## src/rtl/parity_accum_ctrl_pkg.sv

```systemverilog
// Shared constants for the RCE parity path: FSM state encoding and default
// slice width / frame length used by the encoder top and the codeword assembler.
package parity_accum_ctrl_pkg;

    localparam int unsigned DEF_M    = 4;
    localparam int unsigned DEF_NBLK = 16;
    localparam int unsigned DEF_CW   = 4;

    typedef enum logic [1:0] {
        StIdle  = 2'd0,
        StAccum = 2'd1,
        StOut   = 2'd2
    } state_t;

endpackage

```

## src/rtl/parity_xor_acc.sv

```systemverilog
// M-bit XOR accumulator register: synchronous clear has priority over the
// enable-gated XOR load; asynchronous active-high reset.
module parity_xor_acc
    import parity_accum_ctrl_pkg::*;
#(
    parameter int unsigned M = DEF_M
) (
    input  logic         clk,
    input  logic         rst,
    input  logic         clr,
    input  logic         en,
    input  logic [M-1:0] din,
    output logic [M-1:0] acc
);

    logic [M-1:0] acc_q;
    logic [M-1:0] acc_d;

    always_comb begin
        acc_d = acc_q;
        if (clr) begin
            acc_d = '0;
        end else if (en) begin
            acc_d = acc_q ^ din;
        end
    end

    always_ff @(posedge clk or posedge rst) begin
        if (rst) begin
            acc_q <= '0;
        end else begin
            acc_q <= acc_d;
        end
    end

    assign acc = acc_q;

endmodule

```

## src/rtl/parity_accum_ctrl.sv

```systemverilog
// Frame controller: clears the accumulator at frame start, XORs NBLK accepted
// slices into it, then offers the parity word downstream under valid/ready.
module parity_accum_ctrl
    import parity_accum_ctrl_pkg::*;
#(
    parameter int unsigned M    = DEF_M,
    parameter int unsigned NBLK = DEF_NBLK,
    parameter int unsigned CW   = DEF_CW
) (
    input  logic         clk,
    input  logic         rst,
    input  logic         start,
    input  logic         in_valid,
    output logic         in_ready,
    input  logic [M-1:0] in_data,
    output logic         par_valid,
    input  logic         par_ready,
    output logic [M-1:0] par_data,
    output logic         busy,
    output logic         frame_err
);

    localparam logic [CW-1:0] LastBeat = CW'(NBLK - 1);

    state_t        state_q, state_d;
    logic [CW-1:0] cnt_q, cnt_d;
    logic          err_q, err_d;
    logic          acc_clr;
    logic          acc_en;
    logic          beat;

    assign in_ready  = (state_q == StAccum);
    assign par_valid = (state_q == StOut);
    assign busy      = (state_q != StIdle);
    assign frame_err = err_q;
    assign beat      = in_valid & in_ready;

    always_comb begin
        state_d = state_q;
        cnt_d   = cnt_q;
        err_d   = 1'b0;
        acc_clr = 1'b0;
        acc_en  = 1'b0;
        unique case (state_q)
            StIdle: begin
                if (start) begin
                    state_d = StAccum;
                    cnt_d   = '0;
                    acc_clr = 1'b1;
                end
            end
            StAccum: begin
                err_d = start;
                if (beat) begin
                    acc_en = 1'b1;
                    if (cnt_q == LastBeat) begin
                        state_d = StOut;
                        cnt_d   = '0;
                    end else begin
                        cnt_d = cnt_q + CW'(1);
                    end
                end
            end
            StOut: begin
                if (par_ready) begin
                    // Start on the handshake cycle chains the next frame with no idle gap.
                    if (start) begin
                        state_d = StAccum;
                        cnt_d   = '0;
                        acc_clr = 1'b1;
                    end else begin
                        state_d = StIdle;
                    end
                end else begin
                    err_d = start;
                end
            end
            default: begin
                state_d = StIdle;
                cnt_d   = '0;
            end
        endcase
    end

    always_ff @(posedge clk or posedge rst) begin
        if (rst) begin
            state_q <= StIdle;
            cnt_q   <= '0;
            err_q   <= 1'b0;
        end else begin
            state_q <= state_d;
            cnt_q   <= cnt_d;
            err_q   <= err_d;
        end
    end

    parity_xor_acc #(
        .M(M)
    ) u_acc (
        .clk(clk),
        .rst(rst),
        .clr(acc_clr),
        .en (acc_en),
        .din(in_data),
        .acc(par_data)
    );

endmodule
```

## config.mk

```make
export PLATFORM = sky130hd
export DESIGN_NAME = parity_accum_ctrl
export DESIGN_NICKNAME = d
export VERILOG_FILES = /design/src/rtl/parity_accum_ctrl_pkg.sv /design/src/rtl/parity_xor_acc.sv /design/src/rtl/parity_accum_ctrl.sv
export SDC_FILE = /design/constraint.sdc
export NUM_CORES = 1
export LEC_CHECK = 0
export ABC_AREA = 0
export BUFFER_PORTS_ARGS = -buffer_cell sky130_fd_sc_hd__clkbuf_2
export CAP_MARGIN = 25
export CORE_ASPECT_RATIO = 1.1
export CORE_MARGIN = 2
export CORE_UTILIZATION = 40
export DETAILED_ROUTE_END_ITERATION = 8
export GPL_TIMING_DRIVEN = 0
export MAX_ROUTING_LAYER = met4
export PLACE_DENSITY = 0.61
export SETUP_SLACK_MARGIN = 0.1
export SYNTH_ARGS = -nofsm -noshare
export SYNTH_HDL_FRONTEND = slang
export SYNTH_SLANG_ARGS = --single-unit
```

## constraint.sdc

```tcl
create_clock -name clk -period 3.79 [get_ports clk]
set_input_delay 0.1895 -clock clk [delete_from_list [all_inputs] [get_ports clk]]
set_output_delay 0.1895 -clock clk [all_outputs]
set_load 0.03 [all_outputs]
```

# ---- After elaboration in Yosys (flattened, before gate mapping)
# Index checks and enable logic that the tools add are counted.
# Widths: inputs -> output; s select.
dict set report classes {
  reduce_logical 5
  bitwise 2
  n_addsub 1
  eq_ne 7
  muxes 20
}
# op n
set ops {}
lappend ops {{$mux 4} 6}
lappend ops {{$pmux 4 s3} 1}
lappend ops {{$mux 2} 4}
lappend ops {{$mux 1} 6}
lappend ops {{$ne 2x1->1 const B} 3}
lappend ops {{$pmux 2 s3} 1}
lappend ops {{$add 4x1->4 const B} 1}
lappend ops {{$eq 4x4->1 const B} 1}
lappend ops {{$pmux 1 s2} 2}
lappend ops {{$reduce_and 4->1} 1}
lappend ops {{$reduce_bool 2->1} 2}
lappend ops {{$xor 4x4->4} 1}
lappend ops {{$eq 2x1->1 const B} 1}
lappend ops {{$eq 2x2->1 const B} 1}
lappend ops {{$logic_not 2->1} 1}
lappend ops {{$ne 2x2->1 const B} 1}
lappend ops {{$reduce_and 2->1} 1}
lappend ops {{$and 1x1->1} 1}
dict set report totals {
  out_inout_bits 8
  ff_bits 11
  input_bits 9
}

# ---- Logic depth before layout (Yosys ltp)
# Gate-level depths: netlist of run 1.
dict set report depth {
  word_depth 6
  depth_mapped 6
  mapped_depth_nobuf 6
}

# ---- Cells and area by module
# A second synthesis of run 1 with hierarchy kept.
dict set report unflattened {
  cells_unflattened 71
  area_unflattened_um2 704.4
}
# module cells_each area_per_inst_um2 instances seq_area_each_um2
set modules_own_cells {}
lappend modules_own_cells {parity_accum_ctrl 53 499.2 1 175.2}
lappend modules_own_cells {parity_xor_acc 18 205.2 1 100.1}

# ---- Worst setup path before layout of run 1
# Ideal clock, no wire load.
dict set report synth_timing {
  kind {register to register}
  from {register state_q[1]}
  to {register state_q[0]}
  setup_slack_ns 2.013
  arrival_ns 1.650
  setup_ns 0.128
  stages_incl_launch_ff 7
  n_path_buf 0
  required_ns 3.662
  path_cell_list {dfrtp_1 > inv_1 > ha_1 > inv_2 > a31oi_4 > nor2_2 > mux2_1}
}
dict set report synth_between {
  elab_chain_cells 4
  elab_cells_between_ends 10
  cone_classes {6 x eq/ne; 1 x mux; 1 x bitwise; 2 x reduce/logical}
}
# item line
set synth_lines {}
lappend synth_lines {{start: declaration} parity_accum_ctrl.sv:25} ;# state_t state_q, state_d;
lappend synth_lines {{start signal: assignment} parity_accum_ctrl.sv:87} ;# state_q <= StIdle;
lappend synth_lines {{start signal: assignment} parity_accum_ctrl.sv:91} ;# state_q <= state_d;
lappend synth_lines {{$eq 2x1->1 (*)} parity_accum_ctrl.sv:32} ;# assign in_ready = (state_q == StAccum);
lappend synth_lines {{named net in_ready} parity_accum_ctrl.sv:14} ;# output logic in_ready,
lappend synth_lines {{$and 1x1->1} parity_accum_ctrl.sv:36} ;# assign beat = in_valid & in_ready;
lappend synth_lines {{$ne 2x1->1 (no line)} n/a}
lappend synth_lines {{$reduce_and 4->1 (no line)} n/a}
# Mark *: on every way through the listed nets, which the timed path passes. The rest lies on a longest branch.
# A chain may end at the register's enable or synchronous reset.

# ---- Worst setup path after layout of run 1
dict set report layout_timing {
  from {register state_q[1]}
  to {register state_q[1]}
}
dict set report layout_between {
  elab_chain_cells 4
  elab_cells_between_ends 10
  cone_classes {6 x eq/ne; 1 x mux; 1 x bitwise; 2 x reduce/logical}
}
# item line
set layout_lines {}
lappend layout_lines {{$eq 2x1->1} {parity_accum_ctrl.sv:32, parity_accum_ctrl.sv:44}}
lappend layout_lines {{$and 1x1->1} parity_accum_ctrl.sv:36}
lappend layout_lines {{$ne 2x1->1 (no line)} n/a}
lappend layout_lines {{$reduce_and 4->1 (no line)} n/a}
# Several ways; a longest one is shown, not always the timed one.

==> results of run 1 <==
## critical path: cells and delay by family (launching register included)
kind / cells / cell delay, ns
buffers and inverters: 2 / 0.24
flip-flops: 1 / 0.42
adder cells (fa/ha/maj): 1 / 0.38
multiplexers: 1 / 0.31
AND/OR/NAND/NOR: 1 / 0.08
AO/OA/AOI/OAI: 1 / 0.22
## area by class of cell
class                      count  area [sq um]
inverter                       6          22.5
clock buffer                   4          26.3
multi-input combinational     49           379
sequential                    11           275
fill                         158           762
timing repair buffer          17          90.1
tap                           17          21.3
## layer usage
layer	track usage [%]	routed length, um
met5	-	0
met2	25.7	622
met3	3.46	52
met1	16.5	541
met4	9.09	21
## sequential cells by signal (all words and copies together) (netlist names)
signal,count
cnt_q,4
frame_err,1
state_q,2
u_acc.acc,4
## logic make-up after synthesis
kind of cell    count (synthesis)  share of synthesized area, %
fa+ha+maj                       7                          12.9
simple gates                   26                          19.4
compound gates                 10                          15.2
mux                             2                          3.33
buf+inv                         6                          3.33
flops                          11                          40.7
xor+xnor                        4                          5.18
## stage by stage
stage	utilization (%)	cell area [sq um]	hold WS, ns	cells	total power [mW]
final	51.7	815	0.182	104	0.632
after global routing	51.7	815	0.204	104	0.688
after CTS	51.7	815	0.173	104	0.643
after detailed placement	49.4	778	0.193	99	0.558
after global placement	49.4	778	0.182	99	0.548
after floorplan	-	677	0.0419	66	0.470
## cell usage in the layout (no fill, tap or decap), drive strengths merged
cell          n
clkbuf       20
dfrtp        11
nand3         8
ha            7
nor2          7
nand2         6
inv           6
xor2          4
nand2b        4
o21ai         3
a21oi         2
mux2          2
a21boi        1
or2b          1
o2111ai       1
a31oi         1
o31ai         1
o311ai        1
dlygate4sd3   1
## cell usage after synthesis, types with 2 or more instances
master / instances
dfrtp_1: 11
xor2_1: 4
inv_1: 5
a21oi_1: 2
nand2b_1: 3
ha_1: 7
nand3_1: 8
mux2_1: 2
nand2_1: 6
o21ai_0: 2
nor2_1: 6
## power by group
part           total (mW)  switching, mW  internal (mW)  leakage, nW
Clock              0.0825         0.0417         0.0407       0.0150
Combinational       0.356          0.230          0.126        0.248
Sequential          0.194         0.0336          0.160        0.146
## final timing paths
path,cells after the start,to,from,slack (ns)
worst max register to register,6,state_q[1],state_q[1],2.03
worst min-delay path,3,frame_err,start,0.18
max in group asynchronous,3,frame_err,rst,3.04
min in group asynchronous,3,u_acc.acc[1],rst,0.45
worst min register to register,1,cnt_q[0],cnt_q[0],0.51
worst max-delay path,6,state_q[1],state_q[1],2.03
==> impl_metrics.tcl, run 1 <==
set metrics [dict create \
    initial_core_util_pct 42.9 \
    synth_area_leader_cell "dfrtp_1" \
    syn_inst 66 \
    fmax_mhz 567 \
    die-area_sq_um 2040 \
    cts_buffers 3 \
    grt_setup_unrepaired "no" \
    cts_buffer_depth 2 \
    fin_crit_sh_pct 46.5 \
    grt_pass1_vias 526 \
    ant_nets 0 \
    setup_ws_ns 2.03 \
    critical_path_class "reg2reg" \
    drc 0 \
    cts_resized 0 \
    vias 527 \
    area_delta_synth_final_pct 20.3 \
    synthTopCellsByArea "dfrtp_1 (41%), ha_1 (13%), nand3_1 (5.9%), xor2_1 (5.2%), o311ai_4 (3.9%)" \
    cpMaxStageDelayCell "dfrtp_1" \
    cp-start-kind "register" \
    worstPathCellList "inv_1, ha_1, inv_2, a31oi_4, nor2_2, mux2_1" \
    die_y_um 47.1 \
    cts.sinks 11 \
    cts_tree "yes" \
    insertion_delay_ns 0.27 \
    vias_per_cell 5.07 \
    insertedDiodeCount 0 \
    dp_hpwl_um 958 \
    layout-drive-gt1-share_pct 28.7 \
    report.final.slew_viol_count 0 \
    h-tree-depth 1 \
    place_ws_ns 2.02 \
    fin_skew_ns 0.00214 \
    p_leak_nw 0.409 \
    tightest_slew_ns 0.515 \
    postCtsSetupRepairBufs 0 \
    synth_seq_cells 11 \
    grt_pass1_wl_um 2150 \
    period_minus_slack_ns 1.76 \
    io_buffers 16 \
    power_density_nw_per_um2 776 \
    path_max_fanout 9 \
    antenna_found_initial 0 \
    synth-main-ff-cell "dfrtp_1" \
    clkTransAtPathRegs_ns 0.07 \
    die_x_um 43.2 \
    status "finished clean" \
    ios 17 \
    ys_warn_count 0 \
    setup_tns_ns 0 \
    avgSynthCellArea_sq_um 10.3 \
    cts-root-buf "clkbuf_4" \
    ir_worst_vdd_mv 0.410 \
    wire_per_inst_um 11.9 \
    global_route.usage.total_pct 15.2 \
    max_cap_viol_count 0 \
    synth_top_area_share_pct 40.7 \
    coreArea_sq_um 1580 \
    relSlewSlack_pct 65.4 \
    drt_wl_total_um 1240 \
    hold_buffers 1 \
    finalHoldViolations 0 \
    fin_nets 104 \
    async_flop_share_pct 100 \
    gp_congestion 0.756 \
    crit_arrival_ns 1.92 \
    worstPathRequired_ns 3.94 \
    max_stage_delay_ns 0.42 \
    setup-violations-final 0 \
    synth_fp_nets 82 \
    yosysSeqAreaShare_pct 40.7 \
    syn-cell-area_sq_um 677 \
    drt_iter0_drc 3 \
    end_kind "register" \
    first_pass_iters 2 \
    synth_edf_count 0 \
    grt_max_degree 12 \
    hp-class "in2reg" \
    synth.distinct_cells 21 \
    rows 15 \
    grt-ovfl-total 0 \
]
Power figures use the tool's default switching activity.
==> inputs of run 2 (changes only) <==
- ABC_AREA: 0 -> 1
- PLACE_DENSITY: 0.61 -> 0.62
- clock period: 3.79 -> 1.62 ns (I/O delays scaled with it)
==> impl_metrics.tcl, run 2 <==
set metrics [dict create \
    global_route.usage.total_pct 15.9 \
    worstPathRequired_ns 1.54 \
    h-tree-depth 1 \
    yosysSeqAreaShare_pct 35.8 \
    gp_congestion 0.835 \
    crit_arrival_ns 1.35 \
    drt_wl_total_um 1380 \
    setup-violations-final 0 \
    path_max_fanout 5 \
    antenna_found_initial 0 \
    relSlewSlack_pct 73.0 \
    avgSynthCellArea_sq_um 7.85 \
    fin_util_pct 51.4 \
    ant_nets 0 \
    max_stage_delay_ns 0.46 \
    final_common_cell "inv_1" \
    insertedDiodeCount 0 \
    layout-drive-gt1-share_pct 33.6 \
    fin_skew_ns 0.00264 \
    worstPathCellList "inv_1, ha_1, clkbuf_2" \
    post-synth-top-count-cell "inv_1" \
    cts_tree "yes" \
    grt-ovfl-total 0 \
    synth_fp_nets 114 \
    wire_per_inst_um 10.1 \
    vias 658 \
    ios 17 \
    syn_inst 98 \
    fin_crit_sh_pct 88.4 \
    synth_edf_count 0 \
    die_x_um 45.8 \
    cts_buffers 3 \
    grt_setup_unrepaired "no" \
    critical_path_class "reg2out" \
    drc 0 \
    cts.sinks 11 \
    clkTransAtPathRegs_ns 0.07 \
    setup_tns_ns 0 \
    ir_worst_vdd_mv 0.680 \
    dp_hpwl_um 1120 \
    end_kind "output port" \
    synth-main-ff-cell "dfrtp_1" \
    status "finished clean" \
    finalHoldViolations 0 \
    area_delta_synth_final_pct 20.3 \
    initial_core_util_pct 42.7 \
    ys_warn_count 0 \
    drt_iter0_drc 8 \
    synthTopCellsByCount "inv_1 (23), nand2_1 (18), dfrtp_1 (11), ha_1 (7), o21ai_1 (6)" \
    synth_top_area_share_pct 35.8 \
    coreArea_sq_um 1800 \
    report.final.slew_viol_count 0 \
    syn-cell-area_sq_um 769 \
    synth_area_leader_cell "dfrtp_1" \
    insertion_delay_ns 0.28 \
    rows 16 \
    final_cell_mix "inv_1 (22), nand2_1 (18), clkbuf_2 (16)" \
    die-area_sq_um 2290 \
    synthTopCellsByArea "dfrtp_1 (36%), ha_1 (11%), inv_1 (11%), nand2_1 (8.8%), nor3_2 (5.2%)" \
    grt_pass1_vias 552 \
    cts-root-buf "clkbuf_4" \
    synth.distinct_cells 18 \
    seqCellArea_sq_um 277 \
    first_pass_iters 4 \
    power_mw 1.66 \
    period_minus_slack_ns 1.43 \
    n_fill_cell 174 \
    fin_cells 137 \
    max_cap_viol_count 0 \
    fmax_mhz 698 \
    multi_input_area_sq_um 412 \
    vias_per_cell 4.80 \
    fin_nets 136 \
    die_y_um 50 \
    grt_max_degree 12 \
    hp-class "in2reg" \
    grt_pass1_wl_um 2470 \
    crit_family "flip-flops" \
    p_leak_nw 0.510 \
    cp-start-kind "register" \
    dp.cells 132 \
    cpMaxStageDelayCell "dfrtp_2" \
    cts_buffer_depth 2 \
    tightest_slew_ns 0.404 \
    async_flop_share_pct 100 \
    synth_seq_cells 11 \
    critical_path_buf_inv_count 2 \
    power_density_nw_per_um2 1790 \
    io_buffers 16 \
    postCtsSetupRepairBufs 0 \
]
run 2: logic make-up after synthesis:
kind of cell	share of synthesized area (%)
buffers and inverters	12.7
AND/OR/NAND/NOR	32.5
AO/OA/AOI/OAI	7.64
flip-flops	35.8
adder cells (fa/ha/maj)	11.4
run 2: tightest hold or removal path: cells and delay by family:
family | cells | cell delay [ns]
buf+inv | 2 | 0.13
simple gates | 1 | 0.05
compound gates | 1 | 0.05
run 2: where the power goes:
group	internal [mW]	total [mW]	switching, mW
Clock	0.0917	0.189	0.0974
Combinational	0.345	1.00	0.656
Sequential	0.375	0.466	0.0906
run 2: worst paths after layout:
check                      startpoint  cells after the start            to  slack (ns)
max reg2reg                state_q[0]                      5  u_acc.acc[3]        0.21
max in group asynchronous         rst                      3    state_q[0]        1.00
min in group asynchronous         rst                      3  u_acc.acc[0]        0.31
min                         par_ready                      4     frame_err        0.07
max                        state_q[0]                      3     par_valid        0.19
min reg2reg                  cnt_q[3]                      2      cnt_q[3]        0.55
run 2: final cells by class:
cell class | count | share of cell area, %
multi-input combinational | 61 | 44.5
sequential | 11 | 29.9
inverter | 26 | 10.5
timing repair buffer | 17 | 9.73
clock buffer | 3 | 2.43
tap | 18 | 2.43
clock inverter | 1 | 0.541
run 2: per-layer routing:
| layer | share of wire, % | GRT usage, % | vias to the layer above |
|---|---|---|---|
| li1 | - | - | 340 |
| met1 | 44 | 20.0 | 295 |
| met2 | 47 | 20.0 | 16 |
| met3 | 4.3 | 6.59 | 7 |
| met4 | 5.0 | 11.0 | 0 |
| met5 | 0 | - | - |
run 2: stage by stage:
stage / area (sq um) / setup WS [ns] / hold WS, ns
after floorplan: 769 / 0.101 / -0.0666
after global placement: 872 / 0.168 / 0.0764
after detailed placement: 872 / 0.124 / 0.0822
after CTS: 910 / 0.107 / 0.0652
after global routing: 926 / 0.102 / 0.0773
final: 926 / 0.188 / 0.0717
run 2: repair_timing:
action                                  in CTS  in global routing
resized for setup                            0                  5
endpoints found under the setup margin       0                 10
hold endpoints to repair                    11                  0
hold buffers                                 1                  0
==> inputs of run 3 (changes only) <==
- ABC_AREA: 1 -> unset
- PLACE_DENSITY: 0.62 -> 0.63
- RECOVER_POWER: unset -> 25
==> impl_metrics.tcl, run 3 (same netlist as run 1, synthesis figures left out) <==
set metrics [dict create \
    status "finished clean" \
    internal_power_mw 1.04 \
    end_kind "register" \
    dpl_cell_area_sq_um 806 \
    power.share.clock_pct 10.1 \
    fin_skew_ns 0.000898 \
    report.final.slew_viol_count 0 \
    dp_hpwl_um 945 \
    n_fill_cell 129 \
    drc 0 \
    r2r_start "state_q[0]" \
    p_sw_uw 841 \
    setup_tns_ns 0 \
    seq_power_share_pct 24.8 \
    relSlewSlack_pct 71.3 \
    coreArea_sq_um 1580 \
    antenna_found_initial 0 \
    cts_buffers 3 \
    finalHoldViolations 0 \
    p_sw_share_pct 44.7 \
    wire_per_inst_um 11.6 \
    grt_pass1_wl_um 2210 \
    insertedDiodeCount 0 \
    worstPathRequired_ns 1.78 \
    vias 553 \
    fin_util_pct 61.6 \
    drt_wl_total_um 1320 \
    initial_core_util_pct 42.9 \
    power_mw 1.88 \
    gp_congestion 0.735 \
    max_cap_viol_count 0 \
    cts_buffer_depth 2 \
    final_cell_mix "clkbuf_2 (16), dfrtp_1 (10), buf_4 (10)" \
    clkTransAtPathRegs_ns 0.07 \
    ant_nets 0 \
    vias_per_cell 4.85 \
    dp.cells 99 \
    critPathLaunch "state_q[0]" \
    cp-start-kind "register" \
    stdcell_area_sq_um 971 \
    cts-root-buf "clkbuf_4" \
    final_common_cell "clkbuf_2" \
    fin_crit_sh_pct 94.1 \
    h-tree-depth 1 \
    die_y_um 47.1 \
    path_max_fanout 4 \
    area_delta_synth_final_pct 43.4 \
    first_pass_iters 2 \
    power_density_nw_per_um2 1940 \
    io_buffers 16 \
    r2r_setup_slack_ns 0.1 \
    fmax_mhz 656 \
    rows 15 \
    worstPathCellList "inv_4, ha_4, or2b_1, nand3_2, nor2_4, mux2_4" \
    grt_pass1_vias 547 \
    drt_iter0_drc 7 \
    grt-ovfl-total 0 \
    fin_cells 114 \
    endpoint "state_q[1]" \
    setup-violations-final 0 \
    r2r_cells 6 \
    insertion_delay_ns 0.27 \
    ir_worst_vdd_mv 0.880 \
    hp-class "in2reg" \
    max_stage_delay_ns 0.44 \
    critical_path_class "reg2reg" \
    tightest_slew_ns 0.431 \
    die-area_sq_um 2040 \
    fin_nets 114 \
    cts.sinks 11 \
    die_x_um 43.2 \
    p_leak_nw 0.476 \
    grt_setup_unrepaired "yes" \
    grt_max_degree 12 \
    r2r-end "state_q[1]" \
    period_minus_slack_ns 1.52 \
    share_comb_of_total_power_pct 65.1 \
    crit_arrival_ns 1.68 \
    layout-drive-gt1-share_pct 47.4 \
    cpMaxStageDelayCell "dfrtp_2" \
    ios 17 \
    global_route.usage.total_pct 15.4 \
    cts_tree "yes" \
]
-- run 3: area by class of cell --
type                    count  area (sq um)  area share (%)
clock buffers               4          26.3            2.71
flip-flops and latches     11           277            28.5
well taps                  17          21.3            2.19
repair buffers             27           165            17.0
multi-input cells          49           457            47.0
inverters                   6          25.0            2.58
-- run 3: critical path, delay by kind of cell (launching register included) --
kind | cells | cell delay, ns
mux | 1 | 0.31
buf+inv | 1 | 0.07
flops | 1 | 0.44
simple gates | 3 | 0.45
fa+ha+maj | 1 | 0.15
-- run 3: metrics by stage --
stage	worst slack (ns)	hold WS, ns
2_1_floorplan	0.0848	-0.0666
3_3_place_gp	0.0176	0.0800
3_5_place_dp	-0.0166	0.0855
4_1_cts	0.0503	0.0885
5_1_grt	0.0135	0.113
6_report	0.0962	0.0910
-- run 3: worst min-delay path by stage --
| stage | start | slack (ns) | depth (start not counted) | endpoint |
|---|---|---|---|---|
| 3_3_place_gp | rst | 0.08 | 2 | u_acc.acc[3] |
| 2_1_floorplan | rst | -0.07 | 1 | cnt_q[0] |
| 6_report | start | 0.09 | 3 | frame_err |
| 3_5_place_dp | rst | 0.09 | 2 | u_acc.acc[2] |
| 5_1_grt | start | 0.11 | 3 | frame_err |
| 4_1_cts | start | 0.09 | 3 | frame_err |
-- run 3: power groups by stage --
| stage | Clock [mW] | Combinational, mW | Sequential [mW] |
|---|---|---|---|
| floorplan | 0 | 0.602 | 0.566 |
| global placement | 0 | 0.876 | 0.471 |
| global route | 0.211 | 1.33 | 0.478 |
| detailed placement | 0 | 0.885 | 0.477 |
| CTS | 0.196 | 1.10 | 0.462 |
| finish | 0.190 | 1.22 | 0.466 |
-- run 3: timing repair --
| action | 4_1_cts | 5_1_grt |
|---|---|---|
| hold buffers | 1 | 0 |
| gates resized for setup | 6 | 6 |
| endpoints found under the setup margin | 9 | 10 |
| hold endpoints to repair | 11 | 0 |
| pin swaps | 4 | 4 |
| setup buffers | 6 | 4 |
-- run 3: routing by layer --
metal  global-route usage (%)  up-vias  part of all wire (%)
met4                     7.27        0                  0.83
met3                     3.46        3                   4.9
met2                     27.8       15                    50
met1                     16.0      250                    44
li1                         -      285                     -
met5                        -        -                     0
